`config.mk`:
```
export PLATFORM = sky130hd
export DESIGN_NAME = zxuno_regbus_ctrl
export DESIGN_NICKNAME = d
export VERILOG_FILES = /design/src/rtl/zxuno_regbus_pkg.sv /design/src/rtl/regbus_rdmux.sv /design/src/rtl/zxuno_regbus_ctrl.sv
export SDC_FILE = /design/constraint.sdc
export NUM_CORES = 1
export LEC_CHECK = 0
export BUFFER_PORTS_ARGS = -buffer_cell sky130_fd_sc_hd__clkbuf_2
export CORE_MARGIN = 2
export CORE_UTILIZATION = 42
export CTS_CLUSTER_SIZE = 24
export DETAILED_ROUTE_END_ITERATION = 10
export PLACE_DENSITY_LB_ADDON = 0.3
export SETUP_SLACK_MARGIN = 0.02
export SYNTH_ARGS = -nofsm -noshare
export SYNTH_HDL_FRONTEND = slang
export SYNTH_SLANG_ARGS = --single-unit
```
`constraint.sdc`:
```
create_clock -name clk -period 2.05 [get_ports clk]
set_clock_uncertainty 0.15 [all_clocks]
set_input_delay 0.205 -clock clk [delete_from_list [all_inputs] [get_ports clk]]
set_output_delay 0.205 -clock clk [all_outputs]
set_load 0.02 [all_outputs]
```
`src/rtl/zxuno_regbus_pkg.sv`:
```
// Shared constants and FSM encoding for the ZX-UNO extended register bus.
// Port numbers are full 16-bit decodes; REG_COREID is the core-ID string register.
package zxuno_regbus_pkg;

  localparam logic [15:0] ADDR_PORT_C = 16'hFC3B;
  localparam logic [15:0] DATA_PORT_C = 16'hFD3B;
  localparam logic [7:0]  REG_COREID  = 8'hFF;

  typedef logic [2:0] state_t;

  localparam state_t ST_IDLE     = 3'd0;
  localparam state_t ST_ADDR_WR  = 3'd1;
  localparam state_t ST_ADDR_RD  = 3'd2;
  localparam state_t ST_DATA_WR  = 3'd3;
  localparam state_t ST_DATA_RD  = 3'd4;
  localparam state_t ST_WAIT_END = 3'd5;

endpackage

```
`src/rtl/regbus_rdmux.sv`:
```
// Priority read-data mux over the register peripherals: lowest index wins,
// 8'hFF when nobody drives, and a flag when two or more drive together.
module regbus_rdmux #(
  parameter int NUM_DEV = 4
) (
  input  logic [8*NUM_DEV-1:0] dev_dout,
  input  logic [NUM_DEV-1:0]   dev_oe_n,
  output logic [7:0]           mux_dout,
  output logic                 multi
);

  logic found;

  // NOTE: every output of a combinational block gets a default first, so no
  // path through the loop can leave a value unassigned and infer a latch.
  always_comb begin
    mux_dout = 8'hFF;
    multi    = 1'b0;
    found    = 1'b0;
    for (int i = 0; i < NUM_DEV; i++) begin
      if (!dev_oe_n[i]) begin
        if (found) multi = 1'b1;
        else       mux_dout = dev_dout[8*i +: 8];
        found = 1'b1;
      end
    end
  end

endmodule

```
`src/rtl/zxuno_regbus_ctrl.sv`:
```
// ZX-UNO register-bus sequencer: decodes the address/data I/O ports, holds the
// register number, generates the peripheral strobes and returns read data.
module zxuno_regbus_ctrl
  import zxuno_regbus_pkg::*;
#(
  parameter int          NUM_DEV   = 4,
  parameter logic [15:0] ADDR_PORT = ADDR_PORT_C,
  parameter logic [15:0] DATA_PORT = DATA_PORT_C
) (
  input  logic                 clk,
  input  logic                 rst_n,
  input  logic [15:0]          cpu_a,
  input  logic                 cpu_iorq_n,
  input  logic                 cpu_m1_n,
  input  logic                 cpu_rd_n,
  input  logic                 cpu_wr_n,
  input  logic [7:0]           cpu_din,
  output logic [7:0]           cpu_dout,
  output logic                 cpu_oe_n,
  output logic [7:0]           zxuno_addr,
  output logic                 zxuno_regrd,
  output logic                 zxuno_regwr,
  output logic                 regaddr_changed,
  input  logic [8*NUM_DEV-1:0] dev_dout,
  input  logic [NUM_DEV-1:0]   dev_oe_n,
  output logic                 err_multi
);

  state_t     state_q, state_d;
  logic [7:0] addr_q, addr_d;
  logic [7:0] dout_q, dout_d;
  logic       oe_n_q, oe_n_d;
  logic       chg_q, chg_d;
  logic       err_q, err_d;

  logic       io_ok, is_rd, is_wr, hit_addr, hit_data;
  logic [7:0] mux_dout;
  logic       multi;

  regbus_rdmux #(.NUM_DEV(NUM_DEV)) u_rdmux (
    .dev_dout (dev_dout),
    .dev_oe_n (dev_oe_n),
    .mux_dout (mux_dout),
    .multi    (multi)
  );

  // Interrupt acknowledge (M1 low) and both strobes low are not accesses.
  assign io_ok    = !cpu_iorq_n && cpu_m1_n && (cpu_rd_n != cpu_wr_n);
  assign is_rd    = io_ok && !cpu_rd_n;
  assign is_wr    = io_ok && !cpu_wr_n;
  assign hit_addr = (cpu_a == ADDR_PORT);
  assign hit_data = (cpu_a == DATA_PORT);

  always_comb begin
    state_d = state_q;
    addr_d  = addr_q;
    dout_d  = dout_q;
    oe_n_d  = 1'b1;
    chg_d   = 1'b0;
    err_d   = err_q;
    case (state_q)
      ST_IDLE: begin
        if      (is_wr && hit_addr) state_d = ST_ADDR_WR;
        else if (is_wr && hit_data) state_d = ST_DATA_WR;
        else if (is_rd && hit_addr) state_d = ST_ADDR_RD;
        else if (is_rd && hit_data) state_d = ST_DATA_RD;
      end
      ST_ADDR_WR: begin
        addr_d  = cpu_din;
        chg_d   = 1'b1;
        state_d = ST_WAIT_END;
      end
      ST_DATA_WR: state_d = ST_WAIT_END;
      ST_ADDR_RD: begin
        if (is_rd && hit_addr) begin
          dout_d = addr_q;
          oe_n_d = 1'b0;
        end else begin
          state_d = ST_IDLE;
        end
      end
      ST_DATA_RD: begin
        err_d = err_q | multi;
        if (is_rd && hit_data) begin
          dout_d = mux_dout;
          oe_n_d = 1'b0;
        end else begin
          state_d = ST_IDLE;
        end
      end
      // Write cycles park here so a long CPU strobe yields a single pulse.
      ST_WAIT_END: if (cpu_iorq_n) state_d = ST_IDLE;
      default:     state_d = ST_IDLE;
    endcase
  end

  // NOTE: reset is synchronous, so it sits inside the clocked branch; an I/O
  // cycle caught mid-flight is parked in WAIT_END until IORQ rises.
  always_ff @(posedge clk) begin
    if (!rst_n) begin
      state_q <= cpu_iorq_n ? ST_IDLE : ST_WAIT_END;
      addr_q  <= 8'h00;
      dout_q  <= 8'hFF;
      oe_n_q  <= 1'b1;
      chg_q   <= 1'b0;
      err_q   <= 1'b0;
    end else begin
      state_q <= state_d;
      addr_q  <= addr_d;
      dout_q  <= dout_d;
      oe_n_q  <= oe_n_d;
      chg_q   <= chg_d;
      err_q   <= err_d;
    end
  end

  assign cpu_dout        = dout_q;
  assign cpu_oe_n        = oe_n_q;
  assign zxuno_addr      = addr_q;
  assign zxuno_regrd     = (state_q == ST_DATA_RD);
  assign zxuno_regwr     = (state_q == ST_DATA_WR);
  assign regaddr_changed = chg_q;
  assign err_multi       = err_q;

endmodule
```
# Word-level counts from Yosys, hierarchy flattened
# Index checks and enable logic that the tools add are counted.
# classes
n_reduce_logical	16
n_eq_ne	14
bitwise	1
mux	32
# op_table
cell	count
8-bit 2-to-1 mux	9
16-bit == test, second input constant	2
3-bit 2-to-1 mux	9
8-bit case mux with 2 select lines	1
3-bit case mux with 5 select lines	1
1-bit 2-to-1 mux	11
3-bit != test, second input constant	3
1-bit logical AND	8
3-bit by 2-bit == test with 1-bit output, second input constant	2
3-bit == test, second input constant	2
6-bit != test, second input constant	1
4-bit AND reduction	1
3-bit by 1-bit == test with 1-bit output, second input constant	1
1-bit logical NOT	3
3-bit logical NOT	1
3-bit AND reduction	1
2-bit by 1-bit != test with 1-bit output, second input constant	1
2-bit != test, second input constant	1
1-bit case mux with 2 select lines	1
2-bit nonzero test	1
2-bit OR reduction	1
1-bit != test	1
1-bit OR	1
# word_totals
output_inout_bits	21
in_bits	66
word_cells	69
ff_bits	22

# Longest topological paths before layout
# Gate-level depths: netlist (run 1).
# depth
ltp_word	11
depth_mapped	7

# By module
# Synthesis (run 1) repeated with hierarchy kept, for this count alone.
# unflattened
hier_cells	150
hier_area_um2	1465.2
# by_module_without_submodules
mod	seq_area_each_um2	cells_per_inst	area_per_inst_um2	n_inst
zxuno_regbus_ctrl	470.5	117	1234.9	1
regbus_rdmux	0.0	33	230.2	1

# Least setup slack after synthesis (run 1)
# OpenSTA, ideal clock, no wires.
# synth_timing
path_type	register to register
start	reg state_q[2]
end	reg state_q[0], enable pin
path_stages_with_launch	6
t_required_ps	1556
setup_slack_ps	242
n_path_buf	1
setup_ps	344
arrival_time_ps	1313
cell_sequence	edfxtp_1 > buf_4 > and3b_1 > o211ai_1 > o22ai_1 > o21ai_0
# synth_between
elab_chain_cells	3
# synth_lines
element	line	source
start: declaration	zxuno_regbus_ctrl.sv:29	state_t state_q, state_d;
start signal: assignment	zxuno_regbus_ctrl.sv:101	state_q <= cpu_iorq_n ? ST_IDLE : ST_WAIT_END;
start signal: assignment	zxuno_regbus_ctrl.sv:108	state_q <= state_d;
3-bit by 2-bit == test with 1-bit output, or another cell as far along	zxuno_regbus_ctrl.sv:61	case (state_q)
3-bit != test (no source line) / 6-bit != test (equally long branches)	--	
4-bit AND reduction (no source line) *	--	
# Mark *: on every way between the ends. The rest lies on a longest branch, timed or not.
# A chain may end at the register's enable or synchronous reset.

# Worst setup path in the final report (run 1)
# layout_timing
start	reg state_q[1]
end	out zxuno_regrd
# layout_between
elab_chain_cells	1
# layout_lines
element	line	source
3-bit == test	zxuno_regbus_ctrl.sv:120	assign zxuno_regrd = (state_q == ST_DATA_RD);
end: declaration	zxuno_regbus_ctrl.sv:21	output logic zxuno_regrd,
# No other way between the ends.

==> insert_results.sql, run 1 <==
INSERT INTO impl_metrics (metric_group, metric, value, unit) VALUES
('die', 'design.die.area', '3703', 'um2'),
('finish', 'finalInstanceArea', '1879', 'um2'),
('synth', 'syn-num-nets', '220', ''),
('timing', 'min_period_over_period', '94.87', '%'),
('route', 'via_per_inst', '5.200', ''),
('synth', 'yosys_register_bits', '22', ''),
('worst_setup_path', 'start_kind', 'register', ''),
('clocking', 'ctsHtreeMaxLevel', '1', ''),
('power_and_ir_drop', 'p_per_area', '793.0', 'nW/um2'),
('finish', 'multi_input_comb_area', '804.5', 'um2'),
('worst_setup_path', 'critical_path.slowest_cell', 'or3b_4', ''),
('power_and_ir_drop', 'power.leakage', '0.8770', 'nW'),
('finish', 'layout-drive-gt1-share', '41.49', '%'),
('synth', 'proportion_of_netlist_area_held_by_the_largest_area_contributor', '28.02', '%'),
('clocking', 'cts_num_sinks', '22', ''),
('route', 'antenna_left', '0', ''),
('route', 'drtPass1Iterations', '4', ''),
('finish', 'layout.area.seq', '470.5', 'um2'),
('clocking', 'tritoncts', 'yes', ''),
('synth', 'synth_cells', '154', ''),
('clocking', 'clock_tree.buffer_depth', '2', ''),
('grt', 'first_global_vias', '1264', ''),
('worst_setup_path', 'crit_path_cell_trace', 'or3b_4 > inv_1 > clkbuf_2', ''),
('worst_setup_path', 'critPathBufInv', '2', ''),
('timing', 'finalCriticalPeriod', '1.945', 'ns'),
('die', 'floorplan.rows', '20', ''),
('synth', 'synth.top_cells.by_count', 'dfxtp_1 (19), nor2_1 (13), nor3b_1 (12)', ''),
('placement', 'place_hpwl', '2964', 'um'),
('timing', 'slew-limit-headroom', '76.04', '%'),
('status', 'outcome', 'finished clean', ''),
('timing', 'slew_violations', '0', ''),
('synth', 'yosysMostFrequentCell', 'dfxtp_1', ''),
('clocking', 'clkSlewWorstSetupHoldPaths', '0.12', 'ns'),
('finish', 'final_net_count', '308', ''),
('finish', 'final_core_util', '61.56', '%'),
('route', 'num_vias', '1482', ''),
('timing', 'worstMarginPinSlew', '0.3594', 'ns'),
('finish', 'areaGrowthSynthToFinish', '38.43', '%'),
('worst_setup_path', 'crit_path_max_fanout', '18', ''),
('worst_setup_path', 'cp.required', '1.69', 'ns'),
('timing', 'timing.final.setup_violations', '0', ''),
('grt', 'antenna_violations_before_repair', '0', ''),
('worst_setup_path', 'cpLargestDelayFamily', 'simple AND/OR/NAND/NOR gates', ''),
('clocking', 'cts_root_buf', 'clkbuf_4', ''),
('grt', 'grt_max_degree', '20', ''),
('die', 'die_height', '60.86', 'um'),
('worst_setup_path', 'timing.critical_path.to_type', 'primary output', ''),
('power_and_ir_drop', 'ir_drop', '0.5419', 'mV'),
('synth', 'ys_types', '39', ''),
('die', 'initial_utilization', '44.47', '%'),
('timing', 'fin_hold_ws', '0.006863', 'ns'),
('route', 'drt-wirelength-per-cell', '12.76', 'um'),
('placement', 'detailedPlace.worstSlack', '0.1282', 'ns'),
('synth', 'yosysTopAreaCell', 'dfxtp_1', ''),
('power_and_ir_drop', 'power', '1.490', 'mW'),
('timing', 'smallest_setup_slack_after_layout', '0.1051', 'ns'),
('worst_setup_path', 'worst_path_largest_cell_delay', '0.52', 'ns'),
('grt', 'grt_pass1_wl', '5658', 'um'),
('timing', 'grt_setup_unrepaired', 'no', ''),
('synth', 'synth.yosys.seq_area_share', '34.65', '%'),
('clocking', 'tritoncts.num_buffers', '3', ''),
('timing', 'tns', '0', 'ns'),
('route', 'drcViolationCount', '0', ''),
('hold_path', 'min_delay_worst_type', 'primary input to register', ''),
('route', 'drt_iter0_drc', '37', ''),
('route', 'wirelength', '3637', 'um'),
('finish', 'layout.filler_cells', '302', ''),
('die', 'die_x', '60.86', 'um'),
('worst_setup_path', 'criticalPathCategory', 'register to primary output', ''),
('worst_setup_path', 'cp.arrival', '1.59', 'ns'),
('synth', 'postSynth.asyncResetShare', '0', '%');
[worst register-to-register path: stages, from the launching register on]
cell and delay (ns):
edfxtp_1 0.48, and3b_1 0.22, o211ai_1 0.26, o22ai_1 0.13
o21ai_1 0.24
[sequential cells by signal, indices dropped and copies added, names as in the netlist]
| name | count |
|---|---|
| cpu_dout | 8 |
| cpu_oe_n | 1 |
| err_multi | 1 |
| regaddr_changed | 1 |
| state_q | 3 |
| zxuno_addr | 8 |
[layout make-up]
type	count	area share, %
multi-input combinational	117	42.81
timing repair buffer	94	26.50
sequential	22	25.03
tap	44	2.929
clock buffer	4	1.931
inverter	4	0.7989
[cell families after synthesis]
family / synth area share [%]
adder cells (fa/ha/maj): 0.7374
buffers and inverters: 6.635
multiplexers: 5.899
AND/OR/NAND/NOR: 26.36
XOR/XNOR: 0.6453
flip-flops: 34.65
AO/OA/AOI/OAI: 25.07
[worst paths after layout]
check / endpoint / start / slack, ns / cells after the start
setup / recovery: zxuno_regrd / state_q[1] / 0.11 / 3
hold / removal: zxuno_addr[0] / cpu_din[0] / 0.007 / 3
setup reg to reg: state_q[0] / state_q[1] / 0.25 / 4
hold reg to reg: cpu_dout[4] / cpu_dout[4] / 0.35 / 1
[cells in the final DEF (no fill, tap or decap), types with 2 or more instances in the layout]
| cell type | synthesis | routed |
|---|---|---|
| and3b_1 | 2 | 2 |
| and2_1 | 3 | 3 |
| nor3b_1 | 12 | 11 |
| mux2i_1 | 8 | 8 |
| nor2_1 | 13 | 13 |
| o22a_1 | 8 | 8 |
| inv_1 | 4 | 4 |
| nor2b_1 | 9 | 9 |
| dfxtp_1 | 19 | 19 |
| o31ai_1 | 8 | 8 |
| clkbuf_2 | 0 | 86 |
| edfxtp_1 | 3 | 3 |
| o21ai_0 | 8 | 7 |
| nand2_1 | 11 | 11 |
| and4b_1 | 2 | 2 |
| clkbuf_4 | 0 | 3 |
| a2bb2oi_1 | 9 | 9 |
| nand4_1 | 2 | 2 |
| a21oi_1 | 2 | 2 |
| o21ai_1 | 2 | 3 |
| a31oi_1 | 3 | 3 |
| dlygate4sd3_1 | 0 | 3 |
| buf_4 | 1 | 5 |
[where the power goes]
part	leakage [nW]	total [mW]	internal [mW]	switching [mW]
Combinational	0.669	0.679	0.319	0.360
Clock	0.0210	0.237	0.108	0.128
Sequential	0.187	0.575	0.514	0.0611
Total	0.877	1.49	0.941	0.549
[layer usage]
metal / up-vias / global-route usage, % / routed length, um
met5: - / 0 / 0
met2: 50 / 32.57 / 1773
li1: 752 / - / -
met1: 678 / 28.20 / 1658
met4: 0 / 5.280 / 19
met3: 2 / 4.904 / 185
[repair_timing]
action / CTS / global route
hold buffers: 3 / 0
setup endpoints to repair: 1 / 4
setup buffers: 0 / 2
endpoints found under the hold margin: 3 / 0
resized for setup: 1 / 1
No activity file was read; power rests on OpenSTA's default activity.
==> run 2, diff against run 1 <==
--- a/config.mk
+++ b/config.mk
@@ -6,6 +6,7 @@
 export NUM_CORES = 1
 export LEC_CHECK = 0
 export BUFFER_PORTS_ARGS = -buffer_cell sky130_fd_sc_hd__clkbuf_2
+export CORE_ASPECT_RATIO = 0.7
 export CORE_MARGIN = 2
 export CORE_UTILIZATION = 42
 export CTS_CLUSTER_SIZE = 24
==> constraint.sdc (replaced) <==
create_clock -name clk -period 2.05 [get_ports clk]
set_clock_uncertainty 0.15 [all_clocks]
set_input_delay 0.1025 -clock clk [delete_from_list [all_inputs] [get_ports clk]]
set_output_delay 0.1025 -clock clk [all_outputs]
set_load 0.02 [all_outputs]
==> insert_results.sql, run 2 (synthesis gave the netlist of run 1 again) <==
INSERT INTO impl_metrics (metric_group, metric, value, unit) VALUES
('route', 'drcViolationCount', '0', ''),
('timing', 'slew-limit-headroom', '75.01', '%'),
('finish', 'multi_input_comb_area', '799.5', 'um2'),
('die', 'coreArea', '3127', 'um2'),
('timing', 'grt_setup_unrepaired', 'no', ''),
('die', 'design.die.area', '3710', 'um2'),
('grt', 'grt_remaining_overflow', '0', ''),
('clocking', 'clk_latency', '0.26', 'ns'),
('grt', 'antenna_violations_before_repair', '0', ''),
('finish', 'finish.cell_count_without_fillers', '281', ''),
('power_and_ir_drop', 'power_report.internal_total', '1.016', 'mW'),
('finish', 'finalInstanceArea', '1924', 'um2'),
('finish', 'layout.filler_cells', '275', ''),
('placement', 'globalplace.congestion', '0.8501', ''),
('die', 'die_height', '51.57', 'um'),
('worst_setup_path', 'worst_r2r_path_depth', '4', ''),
('clocking', 'clock_tree.buffer_depth', '2', ''),
('hold_path', 'worstHoldStart', 'dev_oe_n[3]', ''),
('placement', 'place.detailed.instances', '269', ''),
('die', 'initial_utilization', '43.42', '%'),
('finish', 'areaGrowthSynthToFinish', '41.75', '%'),
('hold_path', 'min_delay_worst_type', 'primary input to register', ''),
('die', 'num_io_pins', '87', ''),
('route', 'num_vias', '1488', ''),
('clocking', 'cts_root_buf', 'clkbuf_8', ''),
('timing', 'finalCriticalPeriod', '1.846', 'ns'),
('die', 'floorplan.rows', '17', ''),
('power_and_ir_drop', 'p_sw_share', '35.47', '%'),
('grt', 'first_global_vias', '1269', ''),
('placement', 'place_hpwl', '2934', 'um'),
('power_and_ir_drop', 'p_per_area', '818.6', 'nW/um2'),
('placement', 'placed_area', '1775', 'um2'),
('grt', 'groute.usage.overall', '20.19', '%'),
('timing', 'min_period_over_period', '90.07', '%'),
('power_and_ir_drop', 'power.combinational.fraction', '39.6', '%'),
('finish', 'layout-drive-gt1-share', '39.51', '%'),
('finish', 'num_antenna_cells', '0', ''),
('worst_setup_path', 'cp.required', '1.85', 'ns'),
('worst_setup_path', 'regToRegStartpoint', 'state_q[2]', ''),
('route', 'drt-wirelength-per-cell', '13.14', 'um'),
('route', 'drt_iter0_drc', '63', ''),
('worst_setup_path', 'timing.critical_path.to_type', 'register', ''),
('finish', 'most-common-layout-cells', 'clkbuf_2 (86), dfxtp_1 (19), nor2_1 (13)', ''),
('worst_setup_path', 'crit_path_max_fanout', '9', ''),
('worst_setup_path', 'cp.arrival', '1.64', 'ns'),
('clocking', 'clkSlewWorstSetupHoldPaths', '0.08', 'ns'),
('hold_path', 'min_path_cells', '4', ''),
('finish', 'layout_commonest_cell', 'clkbuf_2', ''),
('clocking', 'cts_num_sinks', '22', ''),
('placement', 'port_buffers', '86', ''),
('clocking', 'tritoncts', 'yes', ''),
('timing', 'max_clock_freq', '541.6', 'MHz'),
('power_and_ir_drop', 'power.leakage', '0.8938', 'nW'),
('timing', 'finalHoldViolations', '0', ''),
('worst_setup_path', 'criticalPathCategory', 'register to register', ''),
('route', 'antenna_left', '0', ''),
('timing', 'worstMarginPinSlew', '0.3729', 'ns'),
('status', 'outcome', 'finished clean', ''),
('worst_setup_path', 'setup.reg_to_reg.worst_slack', '0.20', 'ns'),
('power_and_ir_drop', 'ir_drop', '0.5601', 'mV'),
('power_and_ir_drop', 'seq_power_share', '38.1', '%'),
('worst_setup_path', 'critical_path.reg2reg.endpoint', 'state_q[2]', ''),
('clocking', 'ctsHtreeMaxLevel', '1', ''),
('power_and_ir_drop', 'power_frac_clock', '22.4', '%'),
('hold_path', 'worst_hold_path_endpoint', 'err_multi', ''),
('finish', 'final_net_count', '310', ''),
('timing', 'tns', '0', 'ns'),
('clocking', 'cts_setup_buffers', '0', ''),
('grt', 'grt_max_degree', '20', ''),
('die', 'die_x', '71.95', 'um'),
('job', 'max-cap-violations', '0', ''),
('finish', 'layout.area.seq', '470.5', 'um2'),
('power_and_ir_drop', 'p_switching', '558.8', 'uW'),
('timing', 'slew_violations', '0', ''),
('timing', 'fin_hold_ws', '0.003868', 'ns'),
('route', 'via_per_inst', '5.295', ''),
('power_and_ir_drop', 'power', '1.575', 'mW'),
('grt', 'grt_pass1_wl', '5802', 'um'),
('route', 'drtPass1Iterations', '4', ''),
('route', 'wirelength', '3692', 'um'),
('worst_setup_path', 'start_kind', 'register', ''),
('clocking', 'tritoncts.num_buffers', '3', ''),
('timing', 'timing.final.setup_violations', '0', '');
[run 2: changes by cell type in the layout (fill, tap and decap cells not counted), sizes merged]
cell / change
dlygate4sd3: +5
buf: -3
[run 2: critical path: stages (launching register included)]
cell and delay (ns):
edfxtp_1 0.50, and3b_1 0.25, o211ai_1 0.26, o22ai_1 0.13
o21ai_1 0.25
[run 2: routing by layer]
metal / vias up / track usage (%) / wire (um)
met5: - / 0 / 0
met2: 46 / 29.78 / 1641
met1: 684 / 29.32 / 1769
met3: 4 / 6.008 / 251
met4: 0 / 4.088 / 29
li1: 754 / - / -
[run 2: how the worst max path moves through the flow]
stage | from | to | cells past startpoint
detailed placement | state_q[2] | state_q[0] | 4
floorplan | state_q[2] | state_q[0] | 5
global placement | state_q[2] | state_q[1] | 4
finish | state_q[2] | state_q[2] | 4
CTS | state_q[0] | zxuno_regrd | 3
global route | state_q[2] | state_q[2] | 4
[run 2: per-stage QoR]
step | utilization [%] | worst slack (ns)
floorplan | - | 0.2424
global placement | 56.78 | 0.1526
detailed placement | 56.78 | 0.1108
CTS | 61.46 | 0.07951
global route | 61.54 | 0.09220
finish | 61.54 | 0.2036
[run 2: cell type report]
class,instances,share of cell area (%)
Timing Repair Buffer,96,27.31
Multi-Input combinational cell,117,41.55
Tap cell,38,2.471
Sequential cell,22,24.45
Clock buffer,4,3.446
Inverter,4,0.7802
[run 2: power by group through the flow]
stage / Clock [mW] / Combinational, mW / Sequential [mW]
6_report: 0.352 / 0.623 / 0.600
5_1_grt: 0.377 / 0.688 / 0.615
4_1_cts: 0.360 / 0.609 / 0.597
3_5_place_dp: 0 / 0.594 / 0.607
3_3_place_gp: 0 / 0.595 / 0.604
2_1_floorplan: 0 / 0.474 / 0.610
[run 2: timing repair]
item / in CTS / in global routing
gates resized for setup: 0 / 2
endpoints found under the hold margin: 8 / 0
hold buffers: 8 / 0
endpoints found under the setup margin: 0 / 4
==> run 3, diff against run 2 <==
--- a/config.mk
+++ b/config.mk
@@ -11,6 +11,7 @@
 export CORE_UTILIZATION = 42
 export CTS_CLUSTER_SIZE = 24
 export DETAILED_ROUTE_END_ITERATION = 10
+export GPL_TIMING_DRIVEN = 0
 export PLACE_DENSITY_LB_ADDON = 0.3
 export SETUP_SLACK_MARGIN = 0.02
 export SYNTH_ARGS = -nofsm -noshare
==> insert_results.sql, run 3 (synthesis gave the netlist of run 1 again) <==
INSERT INTO impl_metrics (metric_group, metric, value, unit) VALUES
('finish', 'finish.cell_count_without_fillers', '290', ''),
('worst_setup_path', 'critPathMostFrequentCell', 'buf_6', ''),
('power_and_ir_drop', 'power_frac_clock', '21.4', '%'),
('timing', 'min_period_over_period', '94.04', '%'),
('worst_setup_path', 'worst_setup_startpoint', 'state_q[0]', ''),
('power_and_ir_drop', 'power_report.internal_total', '1.076', 'mW'),
('worst_setup_path', 'cp.required', '1.80', 'ns'),
('hold_path', 'min_delay_worst_type', 'primary input to register', ''),
('worst_setup_path', 'setup.reg_to_reg.worst_slack', '0.14', 'ns'),
('power_and_ir_drop', 'p_sw_share', '35.36', '%'),
('clocking', 'tritoncts', 'yes', ''),
('die', 'coreArea', '3127', 'um2'),
('die', 'floorplan.rows', '17', ''),
('die', 'die_x', '71.95', 'um'),
('route', 'drt_iter0_drc', '51', ''),
('finish', 'layout-drive-gt1-share', '39.68', '%'),
('finish', 'layout_commonest_cell', 'clkbuf_2', ''),
('timing', 'tns', '0', 'ns'),
('clocking', 'ctsHtreeMaxLevel', '1', ''),
('worst_setup_path', 'worst_r2r_path_depth', '5', ''),
('finish', 'areaGrowthSynthToFinish', '46.17', '%'),
('worst_setup_path', 'cp.arrival', '1.68', 'ns'),
('route', 'wirelength', '3861', 'um'),
('route', 'drt-wirelength-per-cell', '13.31', 'um'),
('timing', 'max_clock_freq', '518.7', 'MHz'),
('power_and_ir_drop', 'p_per_area', '839.2', 'nW/um2'),
('status', 'outcome', 'finished with violations', ''),
('finish', 'most-common-layout-cells', 'clkbuf_2 (85), dfxtp_1 (19), nor2_1 (13)', ''),
('timing', 'fin_hold_ws', '-0.004126', 'ns'),
('clocking', 'clk_latency', '0.26', 'ns'),
('grt', 'grt_remaining_overflow', '0', ''),
('worst_setup_path', 'crit_cells', '6', ''),
('power_and_ir_drop', 'power.combinational.fraction', '44.9', '%'),
('placement', 'place_hpwl', '3048', 'um'),
('route', 'drcViolationCount', '0', ''),
('power_and_ir_drop', 'power.leakage', '0.9260', 'nW'),
('clocking', 'cts_root_buf', 'clkbuf_8', ''),
('route', 'antenna_left', '0', ''),
('worst_setup_path', 'critical_path.reg2reg.endpoint', 'state_q[0]', ''),
('route', 'num_vias', '1549', ''),
('worst_setup_path', 'critPathBufInv', '5', ''),
('timing', 'grt_setup_unrepaired', 'no', ''),
('clocking', 'clkSlewWorstSetupHoldPaths', '0.08', 'ns'),
('worst_setup_path', 'timing.critical_path.to_type', 'primary output', ''),
('clocking', 'cts_num_sinks', '22', ''),
('route', 'via_per_inst', '5.341', ''),
('placement', 'place.detailed.instances', '277', ''),
('placement', 'globalplace.congestion', '0.8150', ''),
('worst_setup_path', 'crit_end', 'zxuno_regrd', ''),
('worst_setup_path', 'critical_path.slowest_cell', 'edfxtp_1', ''),
('clocking', 'clock_tree.buffer_depth', '2', ''),
('timing', 'slew-limit-headroom', '71.52', '%'),
('placement', 'port_buffers', '85', ''),
('die', 'design.die.area', '3710', 'um2'),
('grt', 'groute.usage.overall', '20.60', '%'),
('finish', 'num_antenna_cells', '0', ''),
('power_and_ir_drop', 'seq_power_share', '33.7', '%'),
('grt', 'antenna_violations_before_repair', '0', ''),
('power_and_ir_drop', 'ir_drop', '0.5506', 'mV'),
('grt', 'grt_pass1_wl', '5920', 'um'),
('grt', 'grt_max_degree', '14', ''),
('clocking', 'tritoncts.num_buffers', '3', ''),
('timing', 'timing.final.setup_violations', '0', ''),
('timing', 'finalCriticalPeriod', '1.928', 'ns'),
('placement', 'detailedPlace.worstSlack', '0.02668', 'ns'),
('worst_setup_path', 'regToRegStartpoint', 'state_q[2]', ''),
('route', 'drtPass1Iterations', '4', ''),
('worst_setup_path', 'worst_path_largest_cell_delay', '0.39', 'ns'),
('worst_setup_path', 'criticalPathCategory', 'register to primary output', ''),
('timing', 'slew_violations', '0', ''),
('die', 'initial_utilization', '43.42', '%'),
('die', 'num_io_pins', '87', ''),
('timing', 'worstMarginPinSlew', '0.4272', 'ns'),
('power_and_ir_drop', 'p_switching', '588.9', 'uW'),
('worst_setup_path', 'start_kind', 'register', ''),
('die', 'die_height', '51.57', 'um'),
('worst_setup_path', 'cpLargestDelayFamily', 'buffers and inverters', ''),
('worst_setup_path', 'crit_path_cell_trace', 'buf_6 > or3b_1 > buf_6 > buf_8 > inv_1 > clkbuf_2', ''),
('job', 'max-cap-violations', '0', ''),
('timing', 'smallest_setup_slack_after_layout', '0.1221', 'ns'),
('grt', 'first_global_vias', '1261', ''),
('status', 'violations', 'hold timing', ''),
('worst_setup_path', 'crit_path_max_fanout', '10', ''),
('finish', 'final_net_count', '319', ''),
('timing', 'finalHoldViolations', '1', '');
## run 3: changes by cell type in the layout (fill, tap and decap cells not counted), sizes merged
| cell | before | now |
|---|---|---|
| buf | 2 | 8 |
| clkbuf | 90 | 93 |
## run 3: area by class of cell
cell class | count | area (um2)
well taps | 38 | 47.55
inverters | 4 | 15.01
multi-input cells | 117 | 797.0
clock buffers | 4 | 66.31
plain buffers | 11 | 75.07
fillers | 286 | 1142
repair buffers | 94 | 513.0
flip-flops and latches | 22 | 470.5
## run 3: power groups by stage
| stage | registers [mW] | logic (mW) | clock network [mW] |
|---|---|---|---|
| finish | 0.561 | 0.747 | 0.357 |
| global route | 0.569 | 0.815 | 0.378 |
| CTS | 0.561 | 0.747 | 0.362 |
| detailed placement | 0.570 | 0.730 | 0 |
| global placement | 0.569 | 0.723 | 0 |
| floorplan | 0.610 | 0.474 | 0 |
## run 3: per-layer routing
metal	routed length (um)	vias to the layer above	share of wire [%]	track usage [%]
met3	219	0	5.7	4.651
met1	1817	728	47	30.46
li1	-	778	-	-
met5	0	-	0	0
met4	0	0	0	0.9434
met2	1823	43	47	32.41
## run 3: timing repair
item | CTS | global route
endpoints found under the setup margin | 3 | 4
resized for setup | 1 | 0
hold buffers | 8 | 0
endpoints found under the hold margin | 8 | 0
buffers inserted | 0 | 1
## run 3: metrics by stage
step	area [um2]	utilization (%)	power [mW]	hold slack, ns
final	1984	63.47	1.665	-0.004126
after global routing	1984	63.47	1.762	0.03734
after CTS	1977	63.23	1.670	0.003022
after detailed placement	1831	58.54	1.301	0.2199
after global placement	1831	58.54	1.292	0.2109
after floorplan	1358	-	1.084	0.08067
## run 3: worst min path at each step
stage               cells past startpoint   startpoint            end
floorplan                               1        rst_n  zxuno_addr[4]
global placement                        3   cpu_din[7]  zxuno_addr[7]
detailed placement                      3   cpu_din[0]  zxuno_addr[0]
CTS                                     4  dev_oe_n[3]      err_multi
global route                            2        rst_n  zxuno_addr[4]
finish                                  4  dev_oe_n[3]      err_multi
## run 3: worst register-to-register path, stage by stage, from the launching register on
cell and delay, ns:
edfxtp_1 0.36, buf_4 0.17, and3b_1 0.19, o211ai_1 0.26
o22ai_1 0.14, o21ai_1 0.31
